--- src/rtl/systolic_output_collector.sv ---
// ---------------------------------------------------------------------------
// systolic_output_collector
//   Captures column-skewed systolic bottom_out words, realigns them into full
//   result rows and writes each completed row to the output-matrix RAM region,
//   one row per write strobe.
//
//   clk, rst            clock, synchronous active-high reset
//   start               arm pulse (only honoured while idle)
//   stall               controller stall; suppresses capture
//   matmul_output       COLS words, column c at [c*WORD_SIZE +: WORD_SIZE]
//   output_col_valid    per-column valid for matmul_output
//   mem_wr_en           one-cycle RAM write strobe
//   mem_addr            write address (held between writes)
//   mem_wr_data         row data, column c at [c*WORD_SIZE +: WORD_SIZE]
//   busy                high while collecting/writing
//   done                one-cycle pulse after the last row's write completes
//   rows_written        rows committed this matmul
//   overflow_err        sticky: some column got more than ROWS samples
// ---------------------------------------------------------------------------
module systolic_output_collector #(
   parameter int unsigned ROWS               = 4,
   parameter int unsigned COLS               = 4,
   parameter int unsigned WORD_SIZE          = 16,
   parameter int unsigned MEM_ACCESS_LATENCY = 2,
   parameter logic [31:0] OUT_MAT_BASE_ADDR  = 32'h0000_0200,
   parameter int unsigned MEM_ADDR_INCR      = 4
) (
   input  logic                      clk,
   input  logic                      rst,
   input  logic                      start,
   input  logic                      stall,
   input  logic [COLS*WORD_SIZE-1:0] matmul_output,
   input  logic [COLS-1:0]           output_col_valid,
   output logic                      mem_wr_en,
   output logic [31:0]               mem_addr,
   output logic [COLS*WORD_SIZE-1:0] mem_wr_data,
   output logic                      busy,
   output logic                      done,
   output logic [$clog2(ROWS):0]     rows_written,
   output logic                      overflow_err
);

   localparam int CW       = $clog2(ROWS) + 1;              // counts 0..ROWS
   localparam int RW       = (ROWS > 1) ? $clog2(ROWS) : 1; // row index
   localparam int WAIT_CYC = int'(MEM_ACCESS_LATENCY) - 1;
   localparam int WW       = $clog2(MEM_ACCESS_LATENCY) + 1;

   typedef enum logic [2:0] {S_IDLE, S_COLLECT, S_WRITE, S_WAIT, S_DONE} state_t;

   state_t                               state, state_nxt;
   logic [CW-1:0]                        wr_row;
   logic [CW-1:0]                        rows_written_inc;
   logic [WW-1:0]                        wait_cnt;
   logic                                 cap_en;
   logic                                 clr;
   logic                                 row_done;
   logic [COLS-1:0]                      col_rdy;
   logic [COLS-1:0]                      col_ovf;
   logic [ROWS-1:0][COLS*WORD_SIZE-1:0]  row_data;

   assign cap_en           = (state == S_COLLECT || state == S_WRITE || state == S_WAIT) && !stall;
   assign clr              = (state == S_IDLE) && start;
   assign rows_written_inc = rows_written + CW'(1);
   assign row_done         = &col_rdy;

   // Per-column capture: each column fills its own word list in arrival
   // order, so the n-th accepted sample of a column lands in row n.
   for (genvar c = 0; c < COLS; c++) begin : g_col
      logic [CW-1:0]                  cnt;
      logic [ROWS-1:0][WORD_SIZE-1:0] words;
      logic                           take;
      logic                           room;

      assign take = cap_en && output_col_valid[c];
      assign room = cnt < CW'(ROWS);

      always_ff @(posedge clk) begin
         if (rst || clr)
            cnt <= '0;
         else if (take && room)
            cnt <= cnt + CW'(1);
      end

      // Storage needs no reset; rows are only read once their counters say so.
      always_ff @(posedge clk) begin
         if (take && room)
            words[cnt[RW-1:0]] <= matmul_output[c*WORD_SIZE +: WORD_SIZE];
      end

      assign col_rdy[c] = cnt > wr_row;
      assign col_ovf[c] = take && !room;

      for (genvar r = 0; r < ROWS; r++) begin : g_row
         assign row_data[r][c*WORD_SIZE +: WORD_SIZE] = words[r];
      end
   end

   always_ff @(posedge clk) begin
      if (rst)
         state <= S_IDLE;
      else
         state <= state_nxt;
   end

   always_comb begin
      state_nxt = state;
      mem_wr_en = 1'b0;
      busy      = 1'b0;
      done      = 1'b0;
      case (state)
         S_IDLE: begin
            if (start)
               state_nxt = S_COLLECT;
         end
         S_COLLECT: begin
            busy = 1'b1;
            if (row_done)
               state_nxt = S_WRITE;
         end
         S_WRITE: begin
            busy      = 1'b1;
            mem_wr_en = 1'b1;
            // Single-cycle RAM: skip WAIT and decide on the post-write count.
            if (WAIT_CYC > 0)
               state_nxt = S_WAIT;
            else if (rows_written_inc == CW'(ROWS))
               state_nxt = S_DONE;
            else
               state_nxt = S_COLLECT;
         end
         S_WAIT: begin
            busy = 1'b1;
            if (wait_cnt == WW'(1))
               state_nxt = (rows_written == CW'(ROWS)) ? S_DONE : S_COLLECT;
         end
         S_DONE: begin
            done      = 1'b1;
            state_nxt = S_IDLE;
         end
         default: state_nxt = S_IDLE;
      endcase
   end

   always_ff @(posedge clk) begin
      if (rst) begin
         wr_row       <= '0;
         rows_written <= '0;
         overflow_err <= 1'b0;
         wait_cnt     <= '0;
         mem_addr     <= '0;
         mem_wr_data  <= '0;
      end else begin
         if (clr) begin
            wr_row       <= '0;
            rows_written <= '0;
            overflow_err <= 1'b0;
         end else begin
            if (|col_ovf)
               overflow_err <= 1'b1;
            if (state == S_WRITE) begin
               wr_row       <= wr_row + CW'(1);
               rows_written <= rows_written_inc;
            end
         end
         // Address/data are registered on entry to WRITE and then held until
         // the next write, so the RAM sees stable values outside the strobe.
         if (state == S_COLLECT && row_done) begin
            mem_addr    <= OUT_MAT_BASE_ADDR + 32'(wr_row) * 32'(MEM_ADDR_INCR);
            mem_wr_data <= row_data[wr_row[RW-1:0]];
         end
         if (state == S_WRITE)
            wait_cnt <= WW'(WAIT_CYC);
         else if (state == S_WAIT)
            wait_cnt <= wait_cnt - WW'(1);
      end
   end

endmodule

--- config.mk ---
export PLATFORM = sky130hd
export DESIGN_NAME = systolic_output_collector
export DESIGN_NICKNAME = d
export VERILOG_FILES = /design/src/rtl/systolic_output_collector.sv
export SDC_FILE = /design/constraint.sdc
export NUM_CORES = 1
export LEC_CHECK = 0
export CORE_UTILIZATION = 35
export CTS_CLUSTER_SIZE = 28
export DETAILED_ROUTE_END_ITERATION = 10
export GPL_TIMING_DRIVEN = 0
export HOLD_SLACK_MARGIN = 0.03
export PLACE_DENSITY_LB_ADDON = 0.15
export SLEW_MARGIN = 20
export SYNTH_ARGS = -nofsm -noshare
export SYNTH_HDL_FRONTEND = slang
export SYNTH_SLANG_ARGS = --single-unit
--- constraint.sdc ---
create_clock -name clk -period 4.4 [get_ports clk]
set_input_delay 0.66 -clock clk [delete_from_list [all_inputs] [get_ports clk]]
set_output_delay 0.66 -clock clk [all_outputs]
set_load 0.01 [all_outputs]
==> flow_summary.json, run 1 <==
{
  "status": "finished clean",
  "arrival_ns": 4.18,
  "pwr-share-seq_pct": 51.1,
  "syn_to_final_growth_pct": 25.6,
  "post_cts_buffers": 0,
  "hold_slack_ns": 0.458,
  "p_clk_share_pct": 46.0,
  "syn_area_um2": 13600,
  "cts_hold_buffers": 0,
  "design_area_um2": 17100,
  "p_per_area_nw_per_um2": 406,
  "routabilityCongestion": 0.741,
  "final_common_cell": "edfxtp_1",
  "num_vias": 7703,
  "yosysTopAreaCell": "edfxtp_1",
  "switching_power_uw": 1370,
  "finalSetupViolCount": 0,
  "critical_path_buf_inv_count": 5,
  "avgSynthCellArea_um2": 16.0,
  "hp-class": "register to register",
  "yosysSeqAreaShare_pct": 70.2,
  "worstSetupStartpoint": "wr_row[1]",
  "clk_pin_slew_worst_paths_ns": 0.06,
  "dp_hpwl_mm": 19.9,
  "wire_per_inst_um": 19.1,
  "clock_latency_ns": 0.52,
  "die_h_um": 199,
  "dieArea_um2": 39600,
  "min_from": "wait_cnt[1]",
  "rows": 71,
  "drc_errors": 0,
  "crit_family": "buffers and inverters",
  "ys.flop_type": "edfxtp_1",
  "crit_path_cell_trace": "buf_2 > buf_1 > inv_1 > ha_1 > a31oi_1 > and4_1 > nand4_1 > buf_2 > clkbuf_1 > o21ai_0 > a21oi_1",
  "slew_viol_final": 0,
  "grt_pass1_vias": 7919,
  "synth_edf_count": 256,
  "p_int_uw": 5560,
  "cts_max_path_buffers": 3,
  "critPathLaunchType": "register",
  "fin_setup_tns_ns": 0,
  "final_cell_mix": "edfxtp_1 (256), clkdlybuf4s50_1 (146), dfxtp_1 (92)",
  "core-area_um2": 37900,
  "crit_type": "register to register",
  "die_w_um": 199,
  "period_minus_slack_ns": 3.80,
  "drive_above_1_share_pct": 16.7,
  "crit_path_frequent_cell": "buf_2",
  "ys_types": 38,
  "port_buffers": 146,
  "ys_async_sr_fraction_pct": 0,
  "worst_slew_pin_slew_ns": 0.984,
  "antenna_found_initial": 2,
  "grt_start_max_net_pins": 17,
  "grt-ovfl-total": 0,
  "r2r_start": "wr_row[1]",
  "end_kind": "register",
  "yosys_warnings": 0,
  "synthCells": 850,
  "cellLeakagePower_uw": 0.00553,
  "drt_iter0_markers": 414,
  "grt_pass1_wl_mm": 46.5,
  "max_stage_delay_ns": 0.57,
  "ctsResizeCount": 0,
  "synth_top_area_share_pct": 56.6,
  "place_area_um2": 15800,
  "switching_share_pct": 19.7,
  "root_buffer": "clkbuf_16",
  "rsz0062_at_grt": "false",
  "ys_top_cells_by_area": "edfxtp_1 (57%), dfxtp_1 (14%), mux4_2 (11%)",
  "cts_buffers": 38,
  "fmax_ghz": 0.263,
  "cap_violations": 0,
  "slowest_stage": "buf_1",
  "hold_viol": 0,
  "h-tree-depth": 2,
  "cp.required_ns": 4.78,
  "via_per_inst": 4.80,
  "relSlewSlack_pct": 34.4,
  "wirelength_mm": 30.6,
  "period_share_pct": 86.3,
  "tritoncts": "built",
  "peakVddDrop_v": 0.000227,
  "nNetsFinal": 1167,
  "fillerInstances": 3399,
  "io_pins": 175,
  "cts_sinks": 348,
  "start_util_pct": 35.8,
  "crit_fanout": 10,
  "ys_ff_latch": 348,
  "power_frac_comb_pct": 2.8,
  "grtUsageTotal_pct": 15.8,
  "firstDrtPassIters": 5,
  "ant_nets": 0,
  "finalClockSkew_ns": 0.0149
}
-- logic make-up after synthesis --
| kind of cell | Yosys count | synth area share [%] |
|---|---|---|
| XOR/XNOR | 8 | 0.516 |
| AO/OA/AOI/OAI | 155 | 5.85 |
| flip-flops | 348 | 70.2 |
| AND/OR/NAND/NOR | 138 | 5.62 |
| other | 1 | 0.0276 |
| adder cells (fa/ha/maj) | 32 | 2.95 |
| multiplexers | 70 | 11.1 |
| buffers and inverters | 98 | 3.76 |
-- routing by layer --
metal / routed length [µm] / global-route usage, % / part of all wire (%) / vias up
li1: - / - / - / 3641
met1: 13600 / 20.9 / 45 / 3859
met2: 15000 / 26.4 / 49 / 171
met3: 1520 / 3.41 / 5.0 / 32
met4: 468 / 3.76 / 1.5 / 0
met5: 0 / 0 / 0 / -
-- power by group through the flow --
| stage | Combinational [µW] | Clock [µW] | Sequential [µW] |
|---|---|---|---|
| final | 195 | 3190 | 3540 |
| after CTS | 198 | 3270 | 3540 |
| after global routing | 215 | 3390 | 3540 |
| after detailed placement | 197 | 0 | 3610 |
| after global placement | 195 | 0 | 3610 |
| after floorplan | 83.3 | 0 | 3610 |
-- worst min-delay path, delay by kind of cell (launching register included) --
kind             cells  cell delay [ns]
AO/OA/AOI/OAI        1             0.05
flip-flops           1             0.31
AND/OR/NAND/NOR      1             0.05
-- cell type report --
class                   instances  area [µm²]  area share (%)
inverters                      14        52.6           0.308
multi-input cells             431        3630            21.3
flip-flops and latches        348        9530            55.9
well taps                     511         639            3.75
clock inverters                21         185            1.09
plain buffers                  84         458            2.69
clock buffers                  49        1090            6.37
diodes                          2        5.00          0.0294
repair buffers                146        1460            8.57
-- through the flow --
stage               setup WS (ns)  total power, µW  util (%)  cells
finish                      0.604             6930      45.0   1606
global route                0.216             7140      44.9   1604
CTS                         0.477             7010      44.9   1604
detailed placement          0.490             3810      41.6   1534
global placement            0.536             3810      41.6   1534
floorplan                    1.87             3700         -    877
-- synth_stat cells, types with 6 or more instances --
library cell	count
edfxtp_1	256
dfxtp_1	92
a21oi_1	79
nand3_1	73
o21ai_0	67
mux4_2	64
clkbuf_1	33
ha_1	32
buf_4	30
nor2_1	21
buf_2	17
and2_1	16
inv_1	13
xnor2_1	7
mux2i_1	6
-- sequential cells by signal, summed over array words and instances, names as in the netlist --
register	count
g_col.cnt	12
g_col.words	256
mem_addr	4
mem_wr_data	64
overflow_err	1
rows_written	3
state	3
wait_cnt	2
wr_row	3
-- path summary, 6_finish.rpt --
path | slack (ns) | to | cells after the start
max reg2reg | 0.60 | mem_wr_data[51] | 11
min reg2reg | 0.46 | wait_cnt[1] | 2
min | 0.46 | wait_cnt[1] | 2
max | 0.60 | mem_wr_data[51] | 11
(Power assumes the default switching activity.)
==> run 2, diff against run 1 <==
REMOVE_ABC_BUFFERS = 1   (was not set)
==> run 2 against run 1 <==
  * Count of clock-buffer cells in the layout increased by 15
  * Die area did not move
  * First-iteration DRC count shrank 25%
  * Flip-flop and latch count is the same
  * Non-clock buffer count is 73 lower
  * Utilization down 0.84 points
  * Power down 2.5%
==> flow_summary.json, run 2 (same netlist as run 1, synthesis figures left out) <==
{
  "status": "finished clean",
  "hp-class": "register to register",
  "rr_worst_depth": 12,
  "grt-ovfl-total": 0,
  "finalNonFillerCells": 1532,
  "grt_pass1_wl_mm": 46.1,
  "diodes": 0,
  "total_power_uw": 6760,
  "grt_pass1_vias": 7795,
  "dr_wl_met2_mm": 14.4,
  "grt_start_max_net_pins": 71,
  "ant_nets": 0,
  "r2r-end": "mem_wr_data[59]",
  "cts_buffers": 39,
  "dieArea_um2": 39600,
  "clock_latency_ns": 0.53,
  "ctsResizeCount": 0,
  "r2r_start": "wr_row[1]",
  "final_cell_mix": "edfxtp_1 (256), clkdlybuf4s50_1 (145), dfxtp_1 (89)",
  "grtUsageTotal_pct": 15.6,
  "finalClockSkew_ns": 0.0223,
  "arrival_ns": 3.96,
  "largest_reg_flops": 256,
  "drive_above_1_share_pct": 13.9,
  "nNetsFinal": 1095,
  "num_vias": 7496,
  "relSlewSlack_pct": 33.1,
  "period_minus_slack_ns": 3.57,
  "port_buffers": 146,
  "final_common_cell": "edfxtp_1",
  "drc_errors": 0,
  "finalSetupViolCount": 0,
  "firstDrtPassIters": 4,
  "slowest_stage": "dfxtp_4",
  "hold_viol": 0,
  "crit_fanout": 40,
  "die_h_um": 199,
  "hold_end": "wait_cnt[1]",
  "syn_to_final_growth_pct": 23.3,
  "critical_path_buf_inv_count": 6,
  "post_cts_buffers": 0,
  "worst_slew_pin_slew_ns": 1.00,
  "fillerInstances": 3432,
  "critPathLaunchType": "register",
  "root_buffer": "clkbuf_16",
  "io_pins": 175,
  "crit_path_cell_trace": "buf_16 > inv_1 > ha_1 > a31oi_1 > and4_1 > nand4_1 > buf_8 > buf_6 > buf_6 > buf_8 > o21ai_0 > a21oi_1",
  "cp.required_ns": 4.80,
  "crit_type": "register to register",
  "cellLeakagePower_uw": 0.00527,
  "wl_met1_mm": 13.7,
  "dp_hpwl_mm": 17.3,
  "r2r_setup_slack_ns": 0.83,
  "drt_iter0_markers": 310,
  "h-tree-depth": 2,
  "cts_max_path_buffers": 3,
  "hold_depth": 2,
  "wl_met3_mm": 1.38,
  "die_w_um": 199,
  "core-area_um2": 37900,
  "p_per_area_nw_per_um2": 404,
  "multiInputGateArea_um2": 3640,
  "placed_cells": 1461,
  "min_from": "wait_cnt[1]",
  "start_util_pct": 35.8,
  "highest_layer": "met4",
  "cts_hold_buffers": 0,
  "cp_num_cells": 12,
  "wire_per_inst_um": 19.6,
  "wirelength_mm": 30.0,
  "slew_viol_final": 0,
  "cts_sinks": 348,
  "crit_family": "buffers and inverters",
  "routabilityCongestion": 0.722,
  "peakVddDrop_v": 0.000194,
  "period_share_pct": 81.1,
  "cap_violations": 0,
  "tritoncts": "built",
  "via_per_inst": 4.89,
  "rsz0062_at_grt": "false",
  "antenna_found_initial": 0,
  "clk_pin_slew_worst_paths_ns": 0.06,
  "max_stage_delay_ns": 0.66,
  "hold_slack_ns": 0.460,
  "rows": 71,
  "seqCellArea_um2": 9540,
  "fmax_ghz": 0.280,
  "end_kind": "register"
}
-- run 2: cell types whose count changed in the layout (fill, tap and decap cells not counted), moves of 3 or more --
cell	previous run	this run
buf_4	30	1
clkbuf_1	38	18
buf_2	17	0
clkinv_2	10	5
buf_12	0	4
clkinv_1	6	2
buf_8	0	3
bufinv_16	3	0
dfxtp_1	92	89
dfxtp_4	0	3
-- run 2: layout make-up --
| cell class | instances | area share, % |
|---|---|---|
| Timing Repair Buffer | 157 | 9.93 |
| Clock inverter | 7 | 0.194 |
| Inverter | 14 | 0.344 |
| Tap cell | 511 | 3.82 |
| Sequential cell | 348 | 57.0 |
| Clock buffer | 64 | 6.95 |
| Multi-Input combinational cell | 431 | 21.7 |
-- run 2: worst max-delay path by stage --
stage,start,endpoint,slack [ns]
2_1_floorplan,wr_row[0],mem_addr[2],-1.03
3_3_place_gp,wr_row[0],mem_wr_data[58],-5.20
3_5_place_dp,wr_row[1],mem_wr_data[59],0.72
4_1_cts,wr_row[1],mem_wr_data[59],0.68
5_1_grt,wr_row[1],mem_wr_data[63],0.53
6_report,wr_row[1],mem_wr_data[59],0.83
-- run 2: through the flow --
stage / TNS, ns / setup slack, ns / cell area [µm²] / util (%)
finish: 0 / 0.833 / 16700 / 44.1
global route: 0 / 0.532 / 16700 / 44.1
CTS: 0 / 0.682 / 16700 / 44.1
detailed placement: 0 / 0.721 / 15500 / 41.0
global placement: -417.50 / -5.20 / 15300 / 40.4
floorplan: -69.29 / -1.03 / 13200 / -
-- run 2: routing by layer --
layer  GRT usage, %  vias up
met1           20.9     3782
li1               -     3492
met4           4.13        0
met5              0        -
met2           25.9      185
met3           3.05       37
-- run 2: report_power, final --
group | internal (µW) | switching, µW
Clock | 1800 | 1240
Combinational | 81.6 | 87.2
Sequential | 3540 | 7.17
Total | 5420 | 1340
-- run 2: tightest hold or removal path, delay by kind of cell (launching register included) --
kind             cells  cell delay (ns)
AND/OR/NAND/NOR      1             0.05
AO/OA/AOI/OAI        1             0.05
flip-flops           1             0.31
==> RTL edit 1 (flow settings as in run 2) <==
Reset style: asynchronous (`rst`), changed in 2 clocked blocks. Comments in the files are not updated.
--- a/src/rtl/systolic_output_collector.sv
+++ b/src/rtl/systolic_output_collector.sv
@@ -95,7 +95,7 @@
       end
    end
 
-   always_ff @(posedge clk) begin
+   always_ff @(posedge clk or posedge rst) begin
       if (rst)
          state <= S_IDLE;
       else
@@ -141,7 +141,7 @@
       endcase
    end
 
-   always_ff @(posedge clk) begin
+   always_ff @(posedge clk or posedge rst) begin
       if (rst) begin
          wr_row       <= '0;
          rows_written <= '0;
Check against the original RTL: differs if rst is asserted again (counterexample within 4 cycles, from zero or initial values and one cycle with rst high); with rst held inactive, the same outputs for 4 cycles.
==> RTL edit 1 against run 2 <==
Worst setup slack better by 0.25 ns. Non-clock buffer count down 5. Cell area up 1.2%. Global-route usage down 1.6 points. Wire length down 9.8%. Synthesized area up 0.75%. Sequential cell count unchanged.
Power is not compared: it rests on default switching activity, and its combinational part moved more than twofold at a synthesized area within 25%.
==> RTL edit 1: results (changes against run 2) <==
set qor(worst_hold_path.endpoint) {mem_addr[9]}
set qor(first_global_vias) 6761 ;# -13%
set qor(async_reset_ff_share_pct) 23.0 ;# +23 points
set qor(nNetsFinal) 956 ;# -13%
set qor(tritoncts.num_buffers) 38 ;# -2.6%
set qor(drt_iter0_markers) 217 ;# -30%
set qor(crit_slowest_cell) {dfrtp_4}
set qor(synth.yosys.seq_area_share_pct) 72.6 ;# +2.4 points
set qor(unique_masters_post_synth) 37 ;# -2.6%
set qor(whs_path_depth) 1 ;# -1
set qor(worstSetupStartpoint) {wr_row[1]}
set qor(netlist_top_cells_area) {edfxtp_1 (56%), dfrtp_1 (15%), mux4_2 (11%)}
set qor(grt_max_degree) 44 ;# -38%
set qor(synth_adder_area_share_pct) 2.93 ;# -0.022 points
set qor(detailedPlace.worstSlack_ns) 0.957 ;# +0.236 ns
set qor(worst_clock_skew_ns) 0.0167 ;# -0.00560 ns
set qor(layout-drive-gt1-share_pct) 22.6 ;# +8.7 points
set qor(ff2ff_path_depth) 7 ;# -5
set qor(netlist_top_cells_count) {edfxtp_1 (256), dfrtp_1 (80), mux4_2 (64), mux2_2 (60), ha_1 (32)}
set qor(worst-path-max-fanout) 38 ;# -5.0%
set qor(post-route-worst-setup-slack_ns) 1.09 ;# +0.254 ns
set qor(outcome) {complete, no violations}
set qor(data_arrival_time_at_the_worst_slack_endpoint_ns) 3.72 ;# -0.24 ns
set qor(critical-path-max-stage-delay_ns) 0.87 ;# +0.21 ns
set qor(fillers) 3512 ;# +2.3%
set qor(worst-slew-pin-transition_ns) 1.02 ;# +0.0180 ns
-- RTL edit 1: metrics by stage --
stage	hold slack, ns	total power [mW]	std cells	util (%)	setup TNS [ns]
final	0.475	9.43	1399	43.9	0
after global routing	0.505	9.89	1399	43.9	0
after CTS	0.478	9.61	1399	43.9	0
after detailed placement	0.460	6.36	1330	40.7	0
after global placement	0.449	6.37	1324	40.3	-383.97
after floorplan	0.450	5.37	660	-	-83.82
-- RTL edit 1: power breakdown --
part | switching [mW] | internal [mW] | total [mW] | leakage, nW
registers | 0.262 | 3.96 | 4.22 | 3.52
clock network | 1.26 | 1.93 | 3.19 | 0.609
logic | 0.778 | 1.23 | 2.01 | 1.98
total | 2.30 | 7.12 | 9.43 | 6.10
-- RTL edit 1: area by class of cell --
type / count / area [um2] / area share (%)
Inverter: 18 / 72.6 / 0.429
Clock inverter: 16 / 173 / 1.02
Clock buffer: 53 / 1070 / 6.33
Tap cell: 518 / 648 / 3.83
Timing Repair Buffer: 152 / 1600 / 9.43
Multi-Input combinational cell: 294 / 3430 / 20.3
Sequential cell: 348 / 9940 / 58.7
-- RTL edit 1: logic make-up (layout without fill, tap and decap cells) --
kind of cell,Yosys count,after routing
adder cells (fa/ha/maj),32,32
AO/OA/AOI/OAI,28,28
XOR/XNOR,4,4
AND/OR/NAND/NOR,66,66
other,1,28
flip-flops,348,348
multiplexers,136,136
buffers and inverters,71,239
-- RTL edit 1: routing by layer --
layer / wire, um / vias up / GRT usage, %
met1: 12400 / 3344 / 19.1
met5: 0 / - / 0
met3: 1200 / 48 / 3.05
met4: 702 / 0 / 5.94
met2: 12800 / 135 / 21.8
li1: - / 2950 / -
==> RTL edit 2 (flow settings as in run 2) <==
Without the edit above. Change the parameter `MEM_ACCESS_LATENCY` from 2 to 1.
--- a/src/rtl/systolic_output_collector.sv
+++ b/src/rtl/systolic_output_collector.sv
@@ -21,7 +21,7 @@
    parameter int unsigned ROWS               = 4,
    parameter int unsigned COLS               = 4,
    parameter int unsigned WORD_SIZE          = 16,
-   parameter int unsigned MEM_ACCESS_LATENCY = 2,
+   parameter int unsigned MEM_ACCESS_LATENCY = 1,
    parameter logic [31:0] OUT_MAT_BASE_ADDR  = 32'h0000_0200,
    parameter int unsigned MEM_ADDR_INCR      = 4
 ) (
Check against the original RTL: not equivalent (Yosys sat finds a counterexample within 10 cycles, from zero or initial values and one cycle with rst high).
==> RTL edit 2 against run 2 <==
Utilization rose by 0.25 points. Global-route usage is 0.11 points lower. Power up 0.38%. Die area up 0.19%. Synthesized area increased by 0.19%. Cell area increased by 0.56%. Sequential cell count is 1 lower. Sequential share of layout area shrank 0.46 points. Clock skew shrank 0.0042 ns. Worst setup slack improved by 0.27 ns. First-iteration DRC count decreased by 4.5%. Hold slack better by 0.0076 ns. Wire length shrank 0.11%.
==> RTL edit 2: results (changes against run 2) <==
set qor(layout-drive-gt1-share_pct) 14.4 ;# +0.52 points
set qor(detailedRoute.firstPassIterationCount) 6 ;# +2
set qor(synth.yosys.seq_area_share_pct) 69.9 ;# -0.28 points
set qor(number_of_antenna_violations_at_the_first_check_in_global_routing) 0 ;# unchanged
set qor(ff2ff_path_depth) 13 ;# +1
set qor(drt_wl_total_mm) 30.0 ;# -0.11%
set qor(globalplace.congestion) 0.696 ;# -3.7%
set qor(internal_power_mw) 5.46 ;# +0.72%
set qor(cts_resized) 0 ;# unchanged
set qor(cts-root-buf) {clkbuf_16}
set qor(worst_clock_skew_ns) 0.0181 ;# -0.00418 ns
set qor(netlist_top_cells_area) {edfxtp_1 (57%), dfxtp_1 (13%), mux4_2 (11%)}
set qor(async_reset_ff_share_pct) 0 ;# unchanged
set qor(detail_route.vias_per_cell) 4.84 ;# -1.0%
set qor(cts_setup_buffers) 0 ;# unchanged
set qor(fillers) 3448 ;# +0.47%
set qor(drt_iter0_markers) 296 ;# -4.5%
set qor(first_global_vias) 7655 ;# -1.8%
set qor(unique_masters_post_synth) 40 ;# +5.3%
set qor(critical_path.endpoint) {mem_wr_data[37]}
set qor(global_route.usage.total_pct) 15.5 ;# -0.11 points
set qor(peakVddDrop_v) 0.000195 ;# +0.92%
set qor(data_arrival_time_at_the_worst_slack_endpoint_ns) 3.74 ;# -0.22 ns
set qor(ff2ff_setup_slack_ns) 1.10 ;# +0.27 ns
set qor(worst-slew-pin-transition_ns) 0.973 ;# -0.0296 ns
set qor(flip_flop_count_of_the_largest_register_after_layout) 256 ;# unchanged
set qor(netlist_top_cells_count) {edfxtp_1 (256), dfxtp_1 (91), a21oi_1 (80), nand3_1 (71), o21ai_0 (67)}
set qor(nNetsFinal) 1107 ;# +1.1%
set qor(outcome) {complete, no violations}
set qor(grt_first_pass_wirelength_mm) 46.0 ;# -0.31%
set qor(detailed_place_hpwl_mm) 17.9 ;# +3.3%
set qor(worst-path-max-fanout) 24 ;# -40%
set qor(leakage_nw) 5.34 ;# +1.3%
set qor(tritoncts.num_buffers) 39 ;# unchanged
set qor(grt_max_degree) 43 ;# -39%
## RTL edit 2: worst min path at each step
| stage | from | to | slack, ns | cells past startpoint |
|---|---|---|---|---|
| global placement | mem_addr[9] | mem_addr[9] | 0.45 | 2 |
| CTS | mem_wr_data[31] | mem_wr_data[31] | 0.48 | 2 |
| finish | mem_addr[9] | mem_addr[9] | 0.47 | 2 |
| floorplan | wr_row[2] | mem_addr[4] | 0.44 | 2 |
| detailed placement | mem_addr[9] | mem_addr[9] | 0.46 | 2 |
| global route | mem_wr_data[32] | mem_wr_data[32] | 0.49 | 2 |
## RTL edit 2: per-layer routing
layer  routed length [um]  share of wire (%)  vias to the layer above  global-route usage (%)
met1                13900                 46                     3728                    21.9
met5                    0                  0                        -                       0
li1                     -                  -                     3517                       -
met4                  486                1.6                        0                    3.96
met2                14100                 47                      192                    24.8
met3                 1510                5.0                       44                    2.72
## RTL edit 2: final cells by class
type / count / share of cell area, %
diodes: 1 / 0.0149
clock buffers: 58 / 6.54
clock inverters: 13 / 0.684
inverters: 14 / 0.312
multi-input cells: 436 / 21.9
flip-flops and latches: 347 / 56.6
well taps: 511 / 3.80
repair buffers: 165 / 10.2
## RTL edit 2: cells by family (layout without fill, tap and decap cells)
group / count (synthesis) / after routing / synth area share [%]
flip-flops: 347 / 347 / 69.9
AO/OA/AOI/OAI: 162 / 162 / 6.20
AND/OR/NAND/NOR: 138 / 138 / 5.56
buffers and inverters: 98 / 250 / 3.93
multiplexers: 69 / 69 / 11.0
adder cells (fa/ha/maj): 32 / 32 / 2.94
XOR/XNOR: 7 / 7 / 0.451
other: 1 / 29 / 0.0276
## RTL edit 2: metrics by stage
stage          std cells  TNS, ns  instance area [um2]  worst slack [ns]
2_1_floorplan        797   -95.52                13200             -1.41
3_3_place_gp        1454  -435.63                15300             -6.32
3_5_place_dp        1473        0                15600              1.02
4_1_cts             1544        0                16800             0.988
5_1_grt             1544        0                16800             0.784
6_report            1545        0                16800              1.10
## RTL edit 2: critical path, cell delays in order (launching register included)
cell and delay, ns:
dfxtp_4 0.62, buf_12 0.25, inv_1 0.13, ha_1 0.32, nor2b_1 0.13, o21a_1 0.18
o211ai_1 0.46, buf_4 0.24, buf_4 0.16, buf_4 0.17, buf_4 0.15, buf_4 0.16
o21ai_0 0.10, a21oi_1 0.14
## RTL edit 2: power groups by stage
stage,combinational (mW),clock [mW],sequential (mW)
detailed placement,0.176,0,3.60
global placement,0.170,0,3.60
CTS,0.176,3.17,3.53
floorplan,0.0527,0,3.60
global route,0.190,3.29,3.53
finish,0.173,3.07,3.53
